===== config.mk =====
export PLATFORM = sky130hd
export DESIGN_NAME = periph_interconnect
export DESIGN_NICKNAME = d
export VERILOG_FILES = /design/src/rtl/periph_interconnect.sv
export SDC_FILE = /design/constraint.sdc
export NUM_CORES = 1
export LEC_CHECK = 0
export BUFFER_PORTS_ARGS = -buffer_cell sky130_fd_sc_hd__buf_2
export CAP_MARGIN = 40
export CORE_AREA = 2 2 262 264
export CTS_BUF_LIST = sky130_fd_sc_hd__clkbuf_16
export DETAILED_ROUTE_END_ITERATION = 6
export DIE_AREA = 0 0 264 266
export GPL_TIMING_DRIVEN = 0
export HOLD_SLACK_MARGIN = 0.12
export PLACE_DENSITY_LB_ADDON = 0.25
export SYNTH_ARGS = -nofsm -noshare
export SYNTH_HDL_FRONTEND = slang
export SYNTH_SLANG_ARGS = --single-unit

===== constraint.sdc =====
create_clock -name clk -period 2.8 [get_ports clk]
set_clock_uncertainty 0.1 [all_clocks]
set_input_delay 0.42 -clock clk [delete_from_list [all_inputs] [get_ports clk]]
set_output_delay 0.42 -clock clk [all_outputs]
set_load 0.03 [all_outputs]

===== src/rtl/periph_interconnect.sv =====
// Peripheral interconnect: decodes the host address slot field into a one-hot slave select,
// waits for the selected slave's ready with a timeout, and reports bus errors through slot 0.
module periph_interconnect #(
   parameter int unsigned          NUM_SLOTS  = 16,
   parameter int unsigned          ADDR_WIDTH = 14,
   parameter int unsigned          DATA_WIDTH = 32,
   parameter int unsigned          OFFS_BITS  = 8,
   parameter int unsigned          SLOT_BITS  = 5,
   parameter logic [NUM_SLOTS-1:0] SLOT_MASK  = 16'h03FE,
   parameter int unsigned          TIMEOUT    = 64
) (
   input  logic                            clk,
   input  logic                            rst_n,
   input  logic [ADDR_WIDTH-1:0]           address,
   input  logic [DATA_WIDTH-1:0]           write_data,
   output logic [DATA_WIDTH-1:0]           read_data,
   input  logic                            we,
   input  logic                            re,
   output logic                            ready,
   output logic                            error,
   output logic                            busy,
   output logic [NUM_SLOTS-1:0]            slv_sel,
   output logic                            slv_we,
   output logic                            slv_re,
   output logic [OFFS_BITS-1:0]            slv_address,
   output logic [DATA_WIDTH-1:0]           slv_write_data,
   input  logic [NUM_SLOTS*DATA_WIDTH-1:0] slv_read_data,
   input  logic [NUM_SLOTS-1:0]            slv_ready
);

   localparam int unsigned CNT_W = $clog2(TIMEOUT + 1);

   typedef enum logic [1:0] {
      IDLE   = 2'd0,
      ACCESS = 2'd1,
      RESP   = 2'd2
   } state_t;

   state_t                  state_q, state_d;
   logic [ADDR_WIDTH-1:0]   addr_q, addr_d;
   logic [DATA_WIDTH-1:0]   wdata_q, wdata_d;
   logic                    wr_q, wr_d;
   logic [CNT_W-1:0]        cnt_q, cnt_d;
   logic [DATA_WIDTH-1:0]   rdata_q, rdata_d;
   logic                    err_q, err_d;
   logic [DATA_WIDTH-1:0]   err_count_q, err_count_d;
   logic [ADDR_WIDTH-1:0]   err_addr_q, err_addr_d;

   logic [SLOT_BITS-1:0]    req_slot;
   logic [OFFS_BITS-1:0]    req_offs;
   logic                    req_ext;
   logic [DATA_WIDTH-1:0]   int_rdata;
   logic [SLOT_BITS-1:0]    cur_slot;
   logic [NUM_SLOTS-1:0]    cur_oh;
   logic                    cur_rdy;
   logic [DATA_WIDTH-1:0]   cur_rdata;

   assign req_slot = address[OFFS_BITS+SLOT_BITS-1:OFFS_BITS];
   assign req_offs = address[OFFS_BITS-1:0];
   assign cur_slot = addr_q[OFFS_BITS+SLOT_BITS-1:OFFS_BITS];

   // Decode of the incoming request: populated external slot and slot-0 register read value
   always_comb begin
      req_ext = 1'b0;
      for (int unsigned i = 1; i < NUM_SLOTS; i++) begin
         if (req_slot == SLOT_BITS'(i) && SLOT_MASK[i]) begin
            req_ext = 1'b1;
         end
      end
      int_rdata = '0;
      if (req_offs == OFFS_BITS'(0)) begin
         int_rdata = err_count_q;
      end else if (req_offs == OFFS_BITS'(4)) begin
         int_rdata = DATA_WIDTH'(err_addr_q);
      end
   end

   // Select, ready and read-data mux for the latched slot
   always_comb begin
      cur_oh    = '0;
      cur_rdy   = 1'b0;
      cur_rdata = '0;
      for (int unsigned i = 0; i < NUM_SLOTS; i++) begin
         if (cur_slot == SLOT_BITS'(i)) begin
            cur_oh[i] = 1'b1;
            cur_rdy   = slv_ready[i];
            cur_rdata = slv_read_data[i*DATA_WIDTH +: DATA_WIDTH];
         end
      end
   end

   always_comb begin
      state_d     = state_q;
      addr_d      = addr_q;
      wdata_d     = wdata_q;
      wr_d        = wr_q;
      cnt_d       = cnt_q;
      rdata_d     = rdata_q;
      err_d       = err_q;
      err_count_d = err_count_q;
      err_addr_d  = err_addr_q;
      unique case (state_q)
         IDLE: begin
            if (we || re) begin
               addr_d  = address;
               wdata_d = write_data;
               wr_d    = we;
               err_d   = 1'b0;
               cnt_d   = '0;
               if (we && re) begin
                  state_d = RESP;
                  err_d   = 1'b1;
                  rdata_d = '0;
               end else if (req_slot == '0) begin
                  state_d = RESP;
                  rdata_d = re ? int_rdata : '0;
                  if (we && req_offs == OFFS_BITS'(8) && write_data[0]) begin
                     err_count_d = '0;
                     err_addr_d  = '0;
                  end
               end else if (req_ext) begin
                  state_d = ACCESS;
               end else begin
                  state_d = RESP;
                  err_d   = 1'b1;
                  rdata_d = '0;
               end
            end
         end
         ACCESS: begin
            // Ready wins over timeout so a slave answering in the last allowed cycle succeeds
            if (cur_rdy) begin
               state_d = RESP;
               err_d   = 1'b0;
               rdata_d = wr_q ? '0 : cur_rdata;
            end else if (cnt_q == CNT_W'(TIMEOUT - 1)) begin
               state_d = RESP;
               err_d   = 1'b1;
               rdata_d = '0;
            end else begin
               cnt_d = cnt_q + 1'b1;
            end
         end
         RESP: begin
            state_d = IDLE;
            if (err_q) begin
               if (err_count_q != '1) begin
                  err_count_d = err_count_q + 1'b1;
               end
               err_addr_d = addr_q;
            end
         end
         default: state_d = IDLE;
      endcase
   end

   always_ff @(posedge clk or negedge rst_n) begin
      if (!rst_n) begin
         state_q     <= IDLE;
         addr_q      <= '0;
         wdata_q     <= '0;
         wr_q        <= 1'b0;
         cnt_q       <= '0;
         rdata_q     <= '0;
         err_q       <= 1'b0;
         err_count_q <= '0;
         err_addr_q  <= '0;
      end else begin
         state_q     <= state_d;
         addr_q      <= addr_d;
         wdata_q     <= wdata_d;
         wr_q        <= wr_d;
         cnt_q       <= cnt_d;
         rdata_q     <= rdata_d;
         err_q       <= err_d;
         err_count_q <= err_count_d;
         err_addr_q  <= err_addr_d;
      end
   end

   // The wait counter is zero only in the first ACCESS cycle, which doubles as the strobe cycle
   assign read_data      = rdata_q;
   assign ready          = (state_q == RESP);
   assign error          = (state_q == RESP) && err_q;
   assign busy           = (state_q == ACCESS);
   assign slv_sel        = (state_q == ACCESS) ? cur_oh : '0;
   assign slv_we         = (state_q == ACCESS) && (cnt_q == '0) && wr_q;
   assign slv_re         = (state_q == ACCESS) && (cnt_q == '0) && !wr_q;
   assign slv_address    = addr_q[OFFS_BITS-1:0];
   assign slv_write_data = wdata_q;

endmodule


==> key figures <==
Critical path
  • Crit path capture type: flop
  • Path type of the worst setup path: reg2reg
  • Startpoint type of the worst setup path: flop
  • Data required time at the worst endpoint: 3.04 ns
  • Setup slack on the worst flop-to-flop path: -0.03 ns
  • Largest fanout on the critical path: 8
  • Arrival time of the worst setup path: 3.07 ns

Placement
  • RePlAce Congestion: 0.970
  • Sum of net half-perimeters after detailed placement: 86.6 mm
  • Number of input and output port buffers inserted: 668

CTS
  • CTS Buffer Depth: 2
  • Clock transition at the register clock pins on the worst setup and hold paths after CTS: 0.07 ns
  • Insertion delay of the later-clocked pin in the worst-skew pair: 0.47 ns
  • Number of levels in the clock H-tree: 4
  • Sink count of the clock tree: 135
  • Library cell used as clock root buffer: sky130_fd_sc_hd__clkbuf_16
  • Number of buffers created by CTS: 17
  • Clock tree from TritonCTS: yes

STA
  • Maximum operating frequency: 353 MHz
  • Post-layout worst setup margin: -0.0347 ns
  • Setup Viol. Count Final: 1
  • Relative slew slack: 45.7%
  • RSZ-0062 raised after global routing: yes
  • Final max-slew violation count: 0
  • Final hold violation count: 0
  • Slew at the pin closest to its max-slew limit: 0.815 ns
  • Final cycle utilization of the critical path: 101%
  • Minimum clock period after layout: 2.83 ns
  • Final worst hold slack: 0.191 ns

Global routing
  • Number of global-route vias before repair: 16300
  • Global-route met3 utilization: 7.56%
  • Met1 Usage GRT: 32.4%
  • Global routing usage summed across all routing layers: 28.5%
  • Pin count of the biggest net entering global routing: 85
  • GRT overflow: 0
  • Top Usage Layer GRT: met2
  • Met2 usage: 48.8%
  • Initial antenna violation count: 53
  • First-pass GRT wire length: 137 mm

Detailed routing
  • Final antenna-violating net count: 0
  • Vias post-DR: 16200
  • Vias per cell: 5.14
  • Total Routed Length: 103 mm
  • Number of iterations in the first detailed-routing pass: 5
  • Mean routed wirelength per cell: 32.6 um
  • Starting DRT DRC Count: 1375
  • Number of remaining DRC errors: 0

Die
  • Site row count: 96
  • Die W: 264 um
  • Die Span Y: 266 um
  • Die Area: 70200 um2
  • Initial standard-cell utilization of the core: 15.9%
  • Area of the core: 67700 um2
  • Number of primary I/O pins: 671

Synth
  • Cell accounting for the most synthesized area: sky130_fd_sc_hd__dfrtp_1
  • Yosys reg bits: 135
  • Mean instance size in the synthesized netlist: 7.56 um2
  • Share of the synthesized area in the top cell type: 31.5%
  • Netlist cell types: 82
  • Cell area after synthesis: 10700 um2
  • Number of cells produced by synthesis: 1421
  • Sequential-to-total area share from yosys stat: 31.5%
  • Yosys warning total: 0
  • Synthesized Nets: 2002
  • Primary flip-flop cell chosen by synthesis mapping: sky130_fd_sc_hd__dfrtp_1
  • Top cells by area in the synthesized netlist: sky130_fd_sc_hd__dfrtp_1, sky130_fd_sc_hd__nand2_1, sky130_fd_sc_hd__nor2_1, sky130_fd_sc_hd__o21ai_0, sky130_fd_sc_hd__a22oi_1
  • Async S/R FF share, synth: 100%
  • Number of flops mapped to enable cells by yosys: 0

Hold path
  • Worst min path class: in2reg

Cells and area
  • Final net count: 2823
  • Proportion of layout cells with a drive suffix above 1: 47.8%
  • Signed area change from the synthesized netlist to the final layout: 76.3%

Outcome
  • Violated checks: setup timing
  • Run status: finished, violations left

Power
  • Post-layout power: 19.8 mW
  • Worst VDD drop: 0.552 mV
  • Pwr/cell area: 1040 nW/um2
  • Static power due to leakage: 8.61 nW

Flow run
  • Total of max-cap violations: 0
[metrics by stage]
step / area [um2] / cells / setup slack, ns / TNS [ns] / utilization (%)
floorplan: 10700 / 1421 / 0.176 / 0 / -
global placement: 15200 / 2971 / -2.09 / -217.12 / 22.4
detailed placement: 15500 / 2994 / -1.56 / -59.36 / 22.9
CTS: 18200 / 3102 / -0.0127 / -0.0127 / 26.9
global route: 18900 / 3152 / -0.0699 / -0.142 / 27.9
finish: 18900 / 3157 / -0.0347 / -0.0347 / 28.0
[synth_stat cells (4+ instances only)]
master and n:
sky130_fd_sc_hd__or2_2 4, sky130_fd_sc_hd__nor2b_1 8, sky130_fd_sc_hd__nand3b_1 4, sky130_fd_sc_hd__buf_2 45
sky130_fd_sc_hd__a22oi_1 65, sky130_fd_sc_hd__xor2_1 11, sky130_fd_sc_hd__buf_4 14, sky130_fd_sc_hd__a22o_1 7
sky130_fd_sc_hd__nor2_1 149, sky130_fd_sc_hd__o31ai_1 14, sky130_fd_sc_hd__mux2_2 10, sky130_fd_sc_hd__o21ai_0 103
sky130_fd_sc_hd__o22a_1 22, sky130_fd_sc_hd__or4_1 4, sky130_fd_sc_hd__clkbuf_1 63, sky130_fd_sc_hd__nand4_1 10
sky130_fd_sc_hd__mux2i_1 10, sky130_fd_sc_hd__a221oi_1 34, sky130_fd_sc_hd__a2111oi_0 7, sky130_fd_sc_hd__a222oi_1 8
sky130_fd_sc_hd__and4_1 6, sky130_fd_sc_hd__a211o_1 11, sky130_fd_sc_hd__buf_1 7, sky130_fd_sc_hd__or3_1 9
sky130_fd_sc_hd__nand2_1 271, sky130_fd_sc_hd__nor3_1 33, sky130_fd_sc_hd__a21boi_0 6, sky130_fd_sc_hd__dfrtp_1 135
sky130_fd_sc_hd__a211oi_1 25, sky130_fd_sc_hd__and2_1 5, sky130_fd_sc_hd__nand3_1 22, sky130_fd_sc_hd__nor4_1 18
sky130_fd_sc_hd__a32o_1 11, sky130_fd_sc_hd__and3_1 9, sky130_fd_sc_hd__xnor2_1 15, sky130_fd_sc_hd__o21a_1 21
sky130_fd_sc_hd__o221ai_1 11, sky130_fd_sc_hd__o22ai_1 35, sky130_fd_sc_hd__a21oi_1 47, sky130_fd_sc_hd__inv_1 13
sky130_fd_sc_hd__o311ai_0 4, sky130_fd_sc_hd__a31oi_1 42, sky130_fd_sc_hd__nand2b_1 10
[layer usage]
layer  wire, um  vias up
li1           -     6997
met2      49100      990
met4       6160       26
met1      39300     7978
met5        169        -
met3       8250      232
[worst paths after layout]
| check | depth (start not counted) | start | end |
|---|---|---|---|
| setup / recovery | 11 | addr_q[8] | read_data[11] |
| hold / removal | 3 | address[12] | addr_q[12] |
| setup reg to reg | 11 | addr_q[8] | read_data[11] |
| hold reg to reg | 2 | slv_write_data[24] | slv_write_data[24] |
| max in group asynchronous | 4 | rst_n | read_data[31] |
| min in group asynchronous | 3 | rst_n | addr_q[7] |
[worst max-delay path, cell delays in order, from the launching register on]
cell and delay (ns):
sky130_fd_sc_hd__dfrtp_1 0.39, sky130_fd_sc_hd__buf_6 0.15, sky130_fd_sc_hd__buf_12 0.14, sky130_fd_sc_hd__buf_12 0.14
sky130_fd_sc_hd__buf_12 0.14, sky130_fd_sc_hd__buf_12 0.13, sky130_fd_sc_hd__a21oi_4 0.17, sky130_fd_sc_hd__o21ai_1 0.09
sky130_fd_sc_hd__a222oi_1 0.68, sky130_fd_sc_hd__nor4_4 0.12, sky130_fd_sc_hd__o31ai_4 0.29, sky130_fd_sc_hd__a31oi_1 0.13
[area by class of cell]
cell class / count / area [um2]
Fill cell: 7592 / 48800
Multi-Input combinational cell: 1142 / 7800
Timing Repair Buffer: 809 / 4800
Sequential cell: 135 / 3390
Tap cell: 882 / 1100
Buffer: 123 / 1100
Clock buffer: 17 / 425
Clock inverter: 15 / 216
Inverter: 14 / 60.1
Antenna cell: 20 / 50.0
[layout by cell type, fill, tap and decap left out, drive strengths merged, types with 11 or more instances in the layout]
| master | synthesis | layout |
|---|---|---|
| o21a | 21 | 21 |
| o221ai | 11 | 11 |
| dfrtp | 135 | 135 |
| a21oi | 47 | 47 |
| xnor2 | 15 | 15 |
| a211oi | 25 | 25 |
| nor2 | 151 | 151 |
| xor2 | 11 | 11 |
| buf | 67 | 829 |
| o31ai | 15 | 15 |
| nand3 | 22 | 22 |
| o22a | 22 | 22 |
| o21ai | 105 | 105 |
| inv | 14 | 18 |
| o22ai | 35 | 35 |
| nor3 | 34 | 34 |
| nand2 | 272 | 272 |
| a31oi | 42 | 42 |
| nor4 | 18 | 18 |
| clkbuf | 63 | 74 |
| a221oi | 34 | 34 |
| a22oi | 65 | 65 |
| a211o | 11 | 11 |
| diode | 0 | 20 |
| a32o | 11 | 11 |
| dlygate4sd3 | 0 | 45 |
[cells by family after synthesis]
group / count (synthesis) / share of synthesized area (%)
simple gates: 585 / 24.6
compound gates: 506 / 33.0
buf+inv: 144 / 6.12
flops: 135 / 31.5
xor+xnor: 26 / 2.12
mux: 22 / 2.40
fa+ha+maj: 3 / 0.349
[registers in the layout, summed over array words and instances, names as in the netlist]
name and flops:
state_q 2, addr_q 14, err_count_q 32, wr_q 1, err_q 1, cnt_q 7
slv_write_data 32, read_data 32, err_addr_q 14
[power breakdown]
part           total (mW)  switching (mW)  internal (mW)
combinational        14.1            9.07           5.04
sequential           3.15           0.521           2.63
clock                2.52            1.01           1.51
[repair_timing]
action	in CTS	in global routing
setup buffers	36	32
hold endpoints to repair	127	0
endpoints found under the setup margin	75	86
pin swaps	40	28
resized for setup	354	95
cloned	1	4
hold buffers	45	0
(Power assumes the default switching activity.)
